## src/rtl/usb_stream_pkg.sv

```systemverilog
// ---------------------------------------------------------------------------
// usb_stream_pkg
//   Shared constants and types for the receive-side symbol path that sits
//   between the UART receiver and the convolutional decoder.
//   Contents:
//     BYTE_W         width of a received UART byte
//     SYM_W          width of one encoded symbol
//     SYMS_PER_BYTE  symbols carried by one byte
//     IDX_W          width of the symbol index inside a byte
//     unpack_state_t serializer state (IDLE: no byte held, SHIFT: byte held)
// ---------------------------------------------------------------------------
package usb_stream_pkg;

   localparam int BYTE_W        = 8;
   localparam int SYM_W         = 2;
   localparam int SYMS_PER_BYTE = BYTE_W / SYM_W;
   localparam int IDX_W         = $clog2(SYMS_PER_BYTE);

   typedef enum logic {
      IDLE  = 1'b0,
      SHIFT = 1'b1
   } unpack_state_t;

endpackage

```

## src/rtl/byte_fifo.sv

```systemverilog
// ---------------------------------------------------------------------------
// byte_fifo
//   Small synchronous byte FIFO. Pointers carry one extra wrap bit, so full
//   and empty are told apart without a separate counter: the pointers are
//   equal when empty and differ only in the wrap bit when full.
//   A push while full is ignored here; the parent reports the drop.
//   A clear empties the FIFO and overrides any same-cycle push or pop.
//   Ports:
//     clk          system clock
//     rst_n        asynchronous active-low reset
//     clear_i      synchronous clear of both pointers
//     push_i       write push_data_i when not full
//     push_data_i  byte to store
//     pop_i        discard the head entry when not empty
//     pop_data_o   head entry (valid while !empty_o)
//     full_o       DEPTH entries stored
//     empty_o      no entries stored
//     level_o      number of entries stored
// ---------------------------------------------------------------------------
module byte_fifo
   import usb_stream_pkg::*;
#(
   parameter int DEPTH = 4
) (
   input  logic                     clk,
   input  logic                     rst_n,
   input  logic                     clear_i,
   input  logic                     push_i,
   input  logic [BYTE_W-1:0]        push_data_i,
   input  logic                     pop_i,
   output logic [BYTE_W-1:0]        pop_data_o,
   output logic                     full_o,
   output logic                     empty_o,
   output logic [$clog2(DEPTH):0]   level_o
);

   localparam int AW = $clog2(DEPTH);

   logic [BYTE_W-1:0] mem_q [DEPTH];
   logic [AW:0]       wr_ptr_q, wr_ptr_d;
   logic [AW:0]       rd_ptr_q, rd_ptr_d;
   logic              push_ok;
   logic              pop_ok;

   // Status flags come straight from the pointers; full is judged on the
   // current pointers, so a pop in the same cycle does not make room.
   always_comb begin
      full_o     = (wr_ptr_q[AW] != rd_ptr_q[AW]) &&
                   (wr_ptr_q[AW-1:0] == rd_ptr_q[AW-1:0]);
      empty_o    = (wr_ptr_q == rd_ptr_q);
      level_o    = wr_ptr_q - rd_ptr_q;
      pop_data_o = mem_q[rd_ptr_q[AW-1:0]];
   end

   // Pointer advance; clear wins over everything else.
   always_comb begin
      push_ok  = push_i && !full_o && !clear_i;
      pop_ok   = pop_i && !empty_o && !clear_i;
      wr_ptr_d = wr_ptr_q;
      rd_ptr_d = rd_ptr_q;
      if (clear_i) begin
         wr_ptr_d = '0;
         rd_ptr_d = '0;
      end else begin
         if (push_ok) begin
            wr_ptr_d = wr_ptr_q + (AW+1)'(1);
         end
         if (pop_ok) begin
            rd_ptr_d = rd_ptr_q + (AW+1)'(1);
         end
      end
   end

   // Pointer registers.
   always_ff @(posedge clk or negedge rst_n) begin
      if (!rst_n) begin
         wr_ptr_q <= '0;
         rd_ptr_q <= '0;
      end else begin
         wr_ptr_q <= wr_ptr_d;
         rd_ptr_q <= rd_ptr_d;
      end
   end

   // Storage needs no reset: an entry is only read after it has been written.
   always_ff @(posedge clk) begin
      if (push_ok) begin
         mem_q[wr_ptr_q[AW-1:0]] <= push_data_i;
      end
   end

endmodule

```

## src/rtl/rx_symbol_unpacker.sv

```systemverilog
// ---------------------------------------------------------------------------
// rx_symbol_unpacker
//   Buffers received UART bytes in a byte_fifo and splits each byte into
//   four 2-bit encoded symbols, offered to the decoder over valid/ready.
//   Bytes have no backpressure: a byte arriving while the FIFO is full is
//   dropped and the sticky overflow flag is set.
//   Optional feature macro: SYM_COUNT_EN adds the sym_count output, a
//   16-bit wrapping count of symbols transferred since reset or flush.
//   Parameters:
//     DEPTH      FIFO depth in bytes (power of 2, >= 2)
//     MSB_FIRST  nonzero: emit byte[7:6] first; zero: emit byte[1:0] first
//   Ports:
//     clk         system clock
//     rst_n       asynchronous active-low reset
//     byte_valid  one-cycle strobe qualifying byte_data
//     byte_data   received byte
//     flush       synchronous clear of FIFO, serializer and overflow
//     sym_valid   sym_data holds a symbol
//     sym_data    encoded symbol
//     sym_ready   decoder accepts the symbol this cycle
//     sym_last    sym_data is the fourth symbol of its byte
//     sym_count   symbols transferred (SYM_COUNT_EN only)
//     fifo_level  bytes waiting in the FIFO (excludes the byte being sent)
//     overflow    sticky: a byte was dropped because the FIFO was full
// ---------------------------------------------------------------------------
module rx_symbol_unpacker
   import usb_stream_pkg::*;
#(
   parameter int DEPTH     = 4,
   parameter int MSB_FIRST = 1
) (
   input  logic                     clk,
   input  logic                     rst_n,
   input  logic                     byte_valid,
   input  logic [BYTE_W-1:0]        byte_data,
   input  logic                     flush,
   output logic                     sym_valid,
   output logic [SYM_W-1:0]         sym_data,
   input  logic                     sym_ready,
   output logic                     sym_last,
`ifdef SYM_COUNT_EN
   output logic [15:0]              sym_count,
`endif
   output logic [$clog2(DEPTH):0]   fifo_level,
   output logic                     overflow
);

   localparam logic [IDX_W-1:0] LAST_IDX = IDX_W'(SYMS_PER_BYTE - 1);

   unpack_state_t     state_q, state_d;
   logic [BYTE_W-1:0] shift_q, shift_d;
   logic [IDX_W-1:0]  idx_q, idx_d;
   logic              overflow_q;
   logic              fifo_pop;
   logic              fifo_full;
   logic              fifo_empty;
   logic [BYTE_W-1:0] fifo_rdata;
   logic              xfer;
   logic              refill;

   byte_fifo #(
      .DEPTH (DEPTH)
   ) u_fifo (
      .clk         (clk),
      .rst_n       (rst_n),
      .clear_i     (flush),
      .push_i      (byte_valid),
      .push_data_i (byte_data),
      .pop_i       (fifo_pop),
      .pop_data_o  (fifo_rdata),
      .full_o      (fifo_full),
      .empty_o     (fifo_empty),
      .level_o     (fifo_level)
   );

   // A symbol moves whenever one is offered and the decoder takes it. A
   // refill happens when nothing is held, or when the last symbol of the
   // held byte leaves; taking the next byte on that same edge avoids a bubble.
   always_comb begin
      xfer   = (state_q == SHIFT) && sym_ready;
      refill = !flush && !fifo_empty &&
               ((state_q == IDLE) || (xfer && (idx_q == LAST_IDX)));
   end

   // Serializer state register.
   always_ff @(posedge clk or negedge rst_n) begin
      if (!rst_n) begin
         state_q <= IDLE;
      end else begin
         state_q <= state_d;
      end
   end

   // Next state: flush forces IDLE; a finished byte with nothing queued
   // returns to IDLE, otherwise a byte is held in SHIFT.
   always_comb begin
      state_d = state_q;
      if (flush) begin
         state_d = IDLE;
      end else begin
         case (state_q)
            IDLE: begin
               if (!fifo_empty) begin
                  state_d = SHIFT;
               end
            end
            SHIFT: begin
               if (xfer && (idx_q == LAST_IDX) && fifo_empty) begin
                  state_d = IDLE;
               end
            end
            default: state_d = IDLE;
         endcase
      end
   end

   // Outputs: the current symbol always sits at the emitting end of the
   // shift register, so it holds steady until it is accepted.
   always_comb begin
      sym_valid = (state_q == SHIFT);
      sym_last  = (state_q == SHIFT) && (idx_q == LAST_IDX);
      sym_data  = '0;
      if (state_q == SHIFT) begin
         sym_data = (MSB_FIRST != 0) ? shift_q[BYTE_W-1 -: SYM_W]
                                     : shift_q[SYM_W-1:0];
      end
   end

   // Shift register and symbol index: load on refill, shift toward the
   // emitting end on every other transfer, clear on flush or end of data.
   always_comb begin
      shift_d  = shift_q;
      idx_d    = idx_q;
      fifo_pop = refill;
      if (flush) begin
         shift_d = '0;
         idx_d   = '0;
      end else if (refill) begin
         shift_d = fifo_rdata;
         idx_d   = '0;
      end else if (xfer) begin
         if (idx_q == LAST_IDX) begin
            shift_d = '0;
            idx_d   = '0;
         end else begin
            idx_d   = idx_q + IDX_W'(1);
            shift_d = (MSB_FIRST != 0) ? (shift_q << SYM_W)
                                       : (shift_q >> SYM_W);
         end
      end
   end

   // Datapath registers.
   always_ff @(posedge clk or negedge rst_n) begin
      if (!rst_n) begin
         shift_q <= '0;
         idx_q   <= '0;
      end else begin
         shift_q <= shift_d;
         idx_q   <= idx_d;
      end
   end

   // Sticky drop flag; a byte offered during flush is not a drop.
   always_ff @(posedge clk or negedge rst_n) begin
      if (!rst_n) begin
         overflow_q <= 1'b0;
      end else if (flush) begin
         overflow_q <= 1'b0;
      end else if (byte_valid && fifo_full) begin
         overflow_q <= 1'b1;
      end
   end

   assign overflow = overflow_q;

`ifdef SYM_COUNT_EN
   logic [15:0] count_q;

   // Counts accepted symbols; wraps naturally at 16 bits.
   always_ff @(posedge clk or negedge rst_n) begin
      if (!rst_n) begin
         count_q <= '0;
      end else if (flush) begin
         count_q <= '0;
      end else if (xfer) begin
         count_q <= count_q + 16'd1;
      end
   end

   assign sym_count = count_q;
`endif

endmodule
```

## config.mk

```make
export PLATFORM = sky130hd
export DESIGN_NAME = rx_symbol_unpacker
export DESIGN_NICKNAME = d
export VERILOG_FILES = /design/src/rtl/usb_stream_pkg.sv /design/src/rtl/byte_fifo.sv /design/src/rtl/rx_symbol_unpacker.sv
export SDC_FILE = /design/constraint.sdc
export NUM_CORES = 1
export LEC_CHECK = 0
export ABC_AREA = 1
export CAP_MARGIN = 30
export CORE_ASPECT_RATIO = 1.1
export CORE_MARGIN = 3
export CORE_UTILIZATION = 40
export DETAILED_ROUTE_END_ITERATION = 10
export MAX_ROUTING_LAYER = met4
export PLACE_DENSITY = 0.59
export SLEW_MARGIN = 20
export SYNTH_ARGS = -nofsm -noshare
export SYNTH_HDL_FRONTEND = slang
export SYNTH_HIERARCHICAL = 1
export SYNTH_SLANG_ARGS = --single-unit
```

## constraint.sdc

```tcl
create_clock -name clk -period 2.2 [get_ports clk]
set_input_delay 0.44 -clock clk [delete_from_list [all_inputs] [get_ports clk]]
set_output_delay 0.44 -clock clk [all_outputs]
set_load 0.005 [all_outputs]
```

==> results.cfg, run 1 <==
[detailed_routing]
wl_per_cell_um = 12.8
antenna_left = 0
highest_layer = met4
drcViolationCount = 0
wl_met2_um = 2060
drt_wl_total_um = 4500
viasPerCell = 4.75
wl_met3_um = 190
met1_length_um = 2200
num_vias = 1668
drt_iter0_drc = 103
dr.pass1.iters = 4

[final_layout]
regArea_mm2 = 0.00141
n_fill_cell = 542
num-nets-final = 295
antenna_cells = 0
drive_gt1_share_pct = 13.9
multi_input_area_um2 = 848
stdcell_count = 351
area_growth_syn_to_layout_pct = 18.2

[critical_path]
cp.arrival_ns = 1.70
worstReg2RegStart = u_fifo/wr_ptr_q[1]
path_class = register to primary output
worstSetupEndpoint = fifo_level[2]
cp_cell_sequence = inv_2, ha_1, inv_1, fa_2, xor2_1, dlygate4sd2_1
critPathCaptureType = primary output
startpoint_type = register
worstPathRequired_ns = 1.76
startpoint = u_fifo/wr_ptr_q[0]
rrSetupSlack_ns = 0.20
max_stage_delay_ns = 0.40
cp_max_fo = 2
worstReg2RegEnd = u_fifo/rd_ptr_q[2]
rr_worst_depth = 11
critPathSlowestCell = dfrtp_1

[grt]
grtUsageTotal_pct = 14.9
grt-ovfl-total = 0
grt_pass1_wl_um = 7790
grt_max_degree = 20
antenna_found_initial = 0
grt_pass1_vias = 1635

[sta]
clock_skew_ns = 0.00434
rsz0062_at_grt = no
holdWs_ns = 0.464
setup_viol = 0
worst_slew_pin_slew_ns = 0.329
fmax_mhz = 466
period_minus_slack_ns = 2.14
slew_headroom_pct = 78.0
hold_violations = 0
slew_viol_final = 0
finalSetupTns_ns = 0
min_period_over_period_pct = 97.4

[clocking]
insertion_delay_ns = 0.31
cts-root-buf = clkbuf_8
clk_path_buf_depth = 2
cts_tree = yes
clock-sinks = 50
cts-htree-levels = 2
numCtsBuffers = 5
cts.clk_slew.worst_paths_ns = 0.09
post_cts_buffers = 0

[logic_synthesis]
netlist.area_leader.share_pct = 39.9
synth_fa_ha_area_share_pct = 4.98
avgSynthCellArea_um2 = 10.0
syn-instance-count = 240
synth-main-ff-cell = edfxtp_1
syn_nets = 262
syn_area_mm2 = 0.00241
synth_top_family_by_area = simple AND/OR/NAND/NOR gates
ys_top_cells_by_count = nand2_1 (52), edfxtp_1 (32), nor2_1 (30), inv_1 (26), dfrtp_1 (18)
ys_seq_elements = 50
postSynth.asyncResetShare_pct = 36.0
synth.distinct_cells = 25
muxShareOfSynthArea_pct = 0
synth_seq_area_share_pct = 58.5
synth_edf_count = 32
yosys_warnings = 6
synth_top_area_cell = edfxtp_1
synth_compound_area_share_pct = 7.32
synth_xor_area_share_pct = 0.363
synth_simple_gate_area_share_pct = 22.4
yosys-top-cells-area = edfxtp_1 (40%), dfrtp_1 (19%), nand2_1 (8.1%)
yosysMostFrequentCell = nand2_1

[status]
status = finished, final reports clean

[placement]
place.gp.congestion = 0.757
placed_cells = 343
dp_hpwl_um = 3100
port_buffers = 20

[die]
rows = 29
die_h_um = 87.4
io_pins = 21
core_mm2 = 0.00581
start_util_pct = 41.5
dieArea_mm2 = 0.00700
fp.dieW_um = 80.0

[pwr]
p_leak_nw = 1.26
total_power_mw = 1.88
vdd_drop_max_v = 0.000447
power_density_mw_per_mm2 = 660

[job]
cap_violations = 0

[min_path]
worstHoldPathType = input port to asynchronous set/reset pin
layout make-up:
class	instances	share of cell area, %
inverter	29	3.82
tap	77	3.38
timing repair buffer	32	10.1
clock buffer	5	2.41
sequential	50	49.5
multi-input combinational	155	29.8
clock inverter	3	1.01
report_power, final:
| group | total [mW] | internal (mW) | switching, mW |
|---|---|---|---|
| Sequential | 1.06 | 1.04 | 0.0206 |
| Clock | 0.563 | 0.236 | 0.327 |
| Combinational | 0.261 | 0.103 | 0.158 |
| Total | 1.88 | 1.37 | 0.506 |
worst max-delay path: cells and delay by family (launching register included):
family | cells | cell delay [ns]
flip-flops | 1 | 0.40
adder cells (fa/ha/maj) | 2 | 0.47
buffers and inverters | 3 | 0.37
XOR/XNOR | 1 | 0.16
repair_timing:
action / CTS / global route
gates cloned: 0 / 0
endpoints found under the hold margin: 0 / 0
endpoints found under the setup margin: 2 / 2
gates resized for setup: 3 / 1
hold buffers: 0 / 0
worst min-delay path by stage:
stage	to	slack, ns	depth (start not counted)
2_1_floorplan	idx_q[0]	0.14	0
3_3_place_gp	shift_q[6]	0.46	2
3_5_place_dp	shift_q[7]	0.47	2
4_1_cts	shift_q[6]	0.46	2
5_1_grt	shift_q[6]	0.48	2
6_report	u_fifo/wr_ptr_q[2]	0.46	2
layer usage:
| layer | global-route usage (%) | up-vias |
|---|---|---|
| met5 | - | - |
| met4 | 4.15 | 0 |
| met3 | 3.21 | 6 |
| met2 | 23.4 | 31 |
| met1 | 19.6 | 769 |
| li1 | - | 862 |
sequential cells by signal, summed over array words and instances (netlist names):
register and count:
sym_valid 1, u_fifo/mem_q 32, idx_q 2, u_fifo/wr_ptr_q 3
u_fifo/rd_ptr_q 3, overflow 1, shift_q 8
cell usage in the layout (no fill, tap or decap), types with 4 or more instances in the layout:
cell	netlist	final
inv_2	3	4
clkdlybuf4s50_1	0	18
nand2_2	4	4
edfxtp_1	32	32
nand4_1	6	6
inv_1	26	25
buf_4	1	12
a21oi_1	4	4
dfrtp_1	18	18
clkbuf_8	0	5
nand2_1	52	52
nor2_1	30	30
o22ai_1	8	8
o21ai_0	17	17
nand3_1	13	13
ha_1	8	8
cell families (layout without fill, tap and decap cells):
group	count (synthesis)	in the layout
and+or+nand+nor	114	114
DFF	50	50
buffers and inverters	35	69
AOI/OAI and AO/OA	31	31
adders and majority gates	9	9
xor gates and xnor gates	1	1
per-stage QoR:
step,utilization (%),instance area (um^2),worst slack (ns)
CTS,49.1,2850,0.0217
global placement,47.4,2750,0.123
detailed placement,47.4,2750,0.0711
floorplan,-,2410,0.296
global route,49.1,2850,0.00738
finish,49.1,2850,0.0561
Note: power is estimated with default switching activity, not from simulation.
==> run 2: changes to the inputs <==
PLACE_DENSITY = 0.69   (was 0.59)
==> run 2 against run 1 <==
Sequential share of layout area down 0.065 points. Sequential cell count did not move. Largest power group unchanged. Sequential power about the same. First-iteration DRC count grew 17%. Critical endpoint unchanged. Maximum frequency up 2.2%. Register-to-register slack is essentially flat. Combinational power up 3%. Count of clock-buffer cells in the layout is 2 higher.
==> results.cfg, run 2 (synthesized netlist as in run 1, its figures left out) <==
[status]
status = finished, final reports clean

[min_path]
worstHoldPathType = input port to asynchronous set/reset pin

[sta]
setup_viol = 0
period_minus_slack_ns = 2.10
clock_skew_ns = 0.00854
min_period_over_period_pct = 95.4
holdWs_ns = 0.464
slew_headroom_pct = 76.9
fmax_mhz = 477
worst_slew_pin_slew_ns = 0.345
hold_violations = 0
slew_viol_final = 0
finalSetupTns_ns = 0

[pwr]
total_power_mw = 1.84
power_density_mw_per_mm2 = 644
p_leak_nw = 1.26
vdd_drop_max_v = 0.000400

[detailed_routing]
drcViolationCount = 0
dr.pass1.iters = 4
wl_per_cell_um = 12.9
antenna_left = 0
viasPerCell = 4.78
drt_wl_total_um = 4550
drt_iter0_drc = 121
num_vias = 1689

[clocking]
cts_tree = yes
insertion_delay_ns = 0.30
clk_path_buf_depth = 2
cts-root-buf = clkbuf_8
cts-htree-levels = 2
hold_buffers = 0
numCtsBuffers = 5
cts.clk_slew.worst_paths_ns = 0.09
clock-sinks = 50

[die]
dieArea_mm2 = 0.00700
io_pins = 21
die_h_um = 87.4
fp.dieW_um = 80.0
core_mm2 = 0.00581
rows = 29
start_util_pct = 41.5

[placement]
port_buffers = 20
dp_hpwl_um = 3130
place.gp.congestion = 0.743

[final_layout]
layout.cells.most_common_list = nand2_1 (52), edfxtp_1 (32), nor2_1 (30)
num-nets-final = 297
area_growth_syn_to_layout_pct = 18.4
final_core_util_pct = 49.2
mostFrequentLayoutCell = nand2_1
drive_gt1_share_pct = 13.8
largest_reg_flops = 32
antenna_cells = 0

[critical_path]
path_class = register to primary output
critPathCaptureType = primary output
cp_max_fo = 2
cp.arrival_ns = 1.66
worstPathRequired_ns = 1.76
startpoint_type = register

[grt]
grt_max_degree = 20
grt_pass1_vias = 1625
grtUsageTotal_pct = 15.0
grt-ovfl-total = 0
antenna_found_initial = 0
grt_pass1_wl_um = 7780

[job]
cap_violations = 0
## run 2: cell count changes in the layout (fill, tap and decap cells not counted), sizes merged
cell / before / now
clkdlybuf4s15: 0 / 2
buf: 12 / 14
clkbuf: 5 / 7
dlygate4sd2: 2 / 0
inv: 30 / 29
clkinvlp: 0 / 1
clkinv: 2 / 0
## run 2: final timing paths
path | cells past startpoint | to | slack, ns | startpoint
min | 2 | shift_q[1] | 0.46 | rst_n
min reg2reg | 2 | shift_q[7] | 0.49 | shift_q[7]
max in group asynchronous | 2 | u_fifo/wr_ptr_q[1] | 1.53 | rst_n
min in group clk | 2 | shift_q[7] | 0.49 | shift_q[7]
max | 6 | fifo_level[2] | 0.10 | u_fifo/wr_ptr_q[0]
max reg2reg | 11 | u_fifo/rd_ptr_q[0] | 0.21 | u_fifo/wr_ptr_q[1]
## run 2: final cells by class
| cell class | count | area [um^2] |
|---|---|---|
| fillers | 568 | 2950 |
| flip-flops and latches | 50 | 1410 |
| multi-input cells | 155 | 848 |
| repair buffers | 34 | 305 |
| inverters | 29 | 109 |
| well taps | 77 | 96.3 |
| clock buffers | 7 | 76.3 |
| clock inverters | 1 | 7.51 |
## run 2: per-layer routing
| metal | GRT usage, % | routed length [um] | vias to the layer above |
|---|---|---|---|
| met3 | 3.21 | 179 | 6 |
| met4 | 5.22 | 66 | 0 |
| met2 | 23.3 | 2210 | 32 |
| li1 | - | - | 865 |
| met1 | 19.4 | 2090 | 786 |
| met5 | - | 0 | - |
## run 2: per-stage QoR
step           area [um^2]  cells  worst slack (ns)
2_1_floorplan         2410    240             0.296
3_3_place_gp          2760    344             0.117
3_5_place_dp          2760    344            0.0919
4_1_cts               2840    352          0.000654
5_1_grt               2850    353          -0.00176
6_report              2850    353             0.102
## run 2: where the power goes
part,switching [mW],leakage (nW),internal (mW)
logic,0.160,0.680,0.108
clock network,0.290,0.0385,0.225
registers,0.0197,0.538,1.04
total,0.470,1.26,1.37
## run 2: worst max-delay path, cell delays in order, from the launching register on
cell	delay, ns
dfrtp_1	0.39
inv_2	0.06
ha_1	0.14
inv_1	0.05
fa_2	0.35
xor2_1	0.15
clkdlybuf4s15_1	0.22
## run 2: what timing repair did
item	CTS	global route
resized for setup	2	4
endpoints found under the setup margin	2	1
pin swaps	0	1
buffers inserted	0	1
hold endpoints to repair	0	0
